--- src/rtl/mux4x1_reg.sv ---
// 4:1 word mux with a same-cycle result and a registered copy.
// The register clears asynchronously and loads only when en is high.
module mux4x1_reg #(
  parameter int WIDE = 32
) (
  input  logic            clk,
  input  logic            rst_n,
  input  logic [WIDE-1:0] in_00,
  input  logic [WIDE-1:0] in_01,
  input  logic [WIDE-1:0] in_10,
  input  logic [WIDE-1:0] in_11,
  input  logic [1:0]      slct,
  input  logic            en,
  output logic [WIDE-1:0] out,
  output logic [WIDE-1:0] out_q
);

  logic [WIDE-1:0] w_sel;
  logic [WIDE-1:0] r_q;

  // Select one word; an unknown select propagates X instead of in_00.
  always_comb begin
    w_sel = {WIDE{1'bx}};
    case (slct)
      2'b00:   w_sel = in_00;
      2'b01:   w_sel = in_01;
      2'b10:   w_sel = in_10;
      2'b11:   w_sel = in_11;
      default: w_sel = {WIDE{1'bx}};
    endcase
  end

  // Capture the selected word when enabled; reset clears at once.
  always_ff @(posedge clk or negedge rst_n) begin
    if (!rst_n) begin
      r_q <= '0;
    end else if (en) begin
      r_q <= w_sel;
    end
  end

  assign out   = w_sel;
  assign out_q = r_q;

endmodule

--- config.mk ---
export PLATFORM = sky130hd
export DESIGN_NAME = mux4x1_reg
export DESIGN_NICKNAME = d
export VERILOG_FILES = /design/src/rtl/mux4x1_reg.sv
export SDC_FILE = /design/constraint.sdc
export NUM_CORES = 1
export LEC_CHECK = 0
export CORE_MARGIN = 2
export CORE_UTILIZATION = 31
export CTS_BUF_LIST = sky130_fd_sc_hd__clkbuf_8
export DETAILED_ROUTE_END_ITERATION = 8
export GPL_TIMING_DRIVEN = 0
export HOLD_SLACK_MARGIN = 0.03
export PLACE_DENSITY = 0.8
export SLEW_MARGIN = 15
export SYNTH_ARGS = -nofsm -noshare
export SYNTH_HDL_FRONTEND = slang
export SYNTH_SLANG_ARGS = --single-unit
--- constraint.sdc ---
create_clock -name clk -period 1.7 [get_ports clk]
set_clock_uncertainty 0.15 [all_clocks]
set_input_delay 0.51 -clock clk [delete_from_list [all_inputs] [get_ports clk]]
set_output_delay 0.51 -clock clk [all_outputs]
set_load 0.005 [all_outputs]
==> key figures <==
Timing
  • RSZ-0062 raised after global routing: true
  • Fmax: 477.5 MHz
  • Hold slack final: 0.1313 ns
  • Final setup fails: 33
  • Fin. Hold Viols: 0
  • Final Critical Period: 2.094 ns
  • Period utilisation layout: 123.2%
  • Max_slew headroom: 48.94%
  • Setup ws final: -0.3942 ns
  • Max-slew violations: 0
  • Worst Max-Slew Pin Slew: 0.7659 ns

Yosys
  • Post-Syn Instances: 214
  • Synth Area per Inst: 11.34 um2
  • Sequential share of the synthesized area: 32.99%
  • Share of the synthesized area in the top cell type: 39.59%
  • Yosys reg bits: 32
  • Top post-synthesis cells by area: mux2i_1 (40%), dfrtp_1 (33%), o221ai_1 (12%)
  • Ys Warns: 0
  • Post-synthesis cell type count: 10
  • Mapped cell area: 2427 um2
  • Syn Nets: 347
  • Post-synth top area cell: mux2i_1

Placed design
  • DP HPWL: 6858 um
  • Port bufs: 194
  • Worst slack, placed: -0.7596 ns
  • Gpl congestion: 0.7580

Power and ir drop
  • Pleak: 3.016 nW
  • Worst VDD drop: 0.3336 mV
  • Pwr per Cell Area: 516.9 nW/um2

Job
  • Max Cap Viol: 0

Critical path
  • Worst path cell trace: clkbuf_16, buf_16, mux2i_4, mux2i_1, buf_2
  • Worst EP required: 1.04 ns
  • Crit path DAT: 1.43 ns
  • Reg-to-reg endpoint: out_q[8]
  • Delay-heaviest family, CP: buffers and inverters
  • CP Depth: 5
  • Worst R2R Start: out_q[8]
  • R2R cell count: 2
  • Setup CP Type: input pin to output pin
  • Crit end category: output pin
  • CP Max Fanout: 5
  • CP Launch Type: input pin
  • Largest stage delay on the critical path: 0.23 ns
  • R2R setup slack: 0.77 ns
  • Slowest-stage cell, CP: mux2i_1
  • Number of buffers and inverters on the critical path: 3

Clock tree
  • Clk sinks: 32
  • Clock root buffer master: clkbuf_8
  • Deepest clock path buffer count: 2
  • TritonCTS Buffers: 5
  • CTS H-Tree Depth: 2
  • Worst skew pair latency: 0.29 ns
  • Reg clk slew, reported paths: 0.08 ns
  • CTS tree: done
  • Hold Buf Count CTS: 0

Layout
  • Largest register FFs: 32
  • Layout cells sized above 1: 47.69%
  • Final nets: 694
  • Antenna cells: 0
  • P&R area growth vs syn: 154.2%
  • Fill count: 446

Die
  • Initial Util: 31.74%
  • Die area: 8553 um2
  • Die H: 92.49 um
  • # rows: 32
  • Core area: 7647 um2
  • Die width: 92.49 um
  • # IOs: 197

Hold path
  • Worst min path class: input pin to asynchronous set/reset pin

GRT
  • Antenna violations before repair: 0
  • Gr usage total: 27.10%
  • Global-route wire length before repair: 17900 um
  • Largest net degree at the start of global routing: 33
  • Vias in the first global route: 3525
  • Total congestion overflow: 0

Run status
  • Status: finished, violations left
  • Failing checks: negative setup slack

Drt
  • Drt drc: 0
  • Routed WL: 13310 um
  • DR pass1 iterations: 4
  • Iter 0 DRT Violations: 93
  • Via Count: 3400
  • Drt wl/cell: 20.05 um
  • ANT nets after route: 0
  • Vias per cell: 5.120
[metal layers]
layer / wire, um / track usage [%] / vias to the layer above
met2: 7094 / 51.70 / 209
met1: 4586 / 28.16 / 1624
li1: - / - / 1529
met5: 0 / 0 / -
met3: 1119 / 8.055 / 38
met4: 514 / 8.582 / 0
[synthesized netlist by cell type]
cell,count
buf_2,6
mux2i_1,96
buf_12,3
clkbuf_1,6
buf_8,1
nand2_2,1
buf_6,4
o221ai_1,32
nand2b_1,33
dfrtp_1,32
[how the worst max path moves through the flow]
stage	from	end	slack [ns]
2_1_floorplan	slct[0]	out[0]	-0.06
4_1_cts	slct[0]	out[19]	-0.27
3_5_place_dp	in_11[0]	out[0]	-0.76
5_1_grt	slct[0]	out[2]	-0.41
3_3_place_gp	in_11[0]	out[0]	-0.74
6_report	slct[0]	out[2]	-0.39
[report_power, final]
part,internal (mW),switching (mW)
Sequential,0.857,0.0594
Clock,0.323,0.304
Combinational,0.997,0.649
Total,2.18,1.01
[worst register-to-register path: stages (launching register included)]
cell,delay [ns]
dfrtp_1,0.42
nand2b_1,0.10
o221ai_1,0.13
[cells in the final DEF, fill, tap and decap left out]
| master | count |
|---|---|
| mux2i_2 | 20 |
| buf_2 | 35 |
| o221ai_1 | 28 |
| clkinv_2 | 2 |
| dlygate4sd2_1 | 159 |
| buf_12 | 3 |
| mux2i_4 | 37 |
| buf_16 | 7 |
| dlymetal6s2s_1 | 2 |
| nand2_2 | 1 |
| clkbuf_2 | 5 |
| dfrtp_1 | 32 |
| mux2i_1 | 39 |
| clkbuf_8 | 6 |
| buf_4 | 127 |
| buf_6 | 14 |
| clkbuf_4 | 1 |
| clkbuf_1 | 1 |
| clkbuf_16 | 5 |
| nand2b_1 | 33 |
| o221ai_2 | 4 |
| buf_8 | 1 |
[stage by stage]
stage	std cells	total power, mW	util, %	setup TNS (ns)	instance area (um2)
floorplan	214	1.322	-	-1.938	2444
global placement	510	2.075	59.02	-55.96	4513
global route	664	3.326	80.69	-8.989	6171
finish	664	3.189	80.69	-8.135	6171
detailed placement	510	2.090	58.95	-35.08	4508
CTS	648	2.881	72.12	-7.183	5515
[kinds of logic after synthesis]
family / synth area share (%)
multiplexers: 39.59
buffers and inverters: 7.113
flip-flops: 32.99
AO/OA/AOI/OAI: 11.55
AND/OR/NAND/NOR: 8.763
[area by class of cell]
cell class | instances | area [um2] | area share (%)
repair buffers | 340 | 2879 | 46.65
multi-input cells | 162 | 2017 | 32.68
flip-flops and latches | 32 | 800.8 | 12.98
plain buffers | 20 | 254.0 | 4.116
well taps | 102 | 127.6 | 2.068
clock buffers | 6 | 82.58 | 1.338
clock inverters | 2 | 10.01 | 0.1622
[timing repair]
action | CTS | global route
pin swaps | 0 | 3
gates resized for setup | 346 | 74
cloned | 3 | 5
endpoints found under the setup margin | 94 | 62
buffers inserted | 128 | 12
No activity file was read; power rests on OpenSTA's default activity.
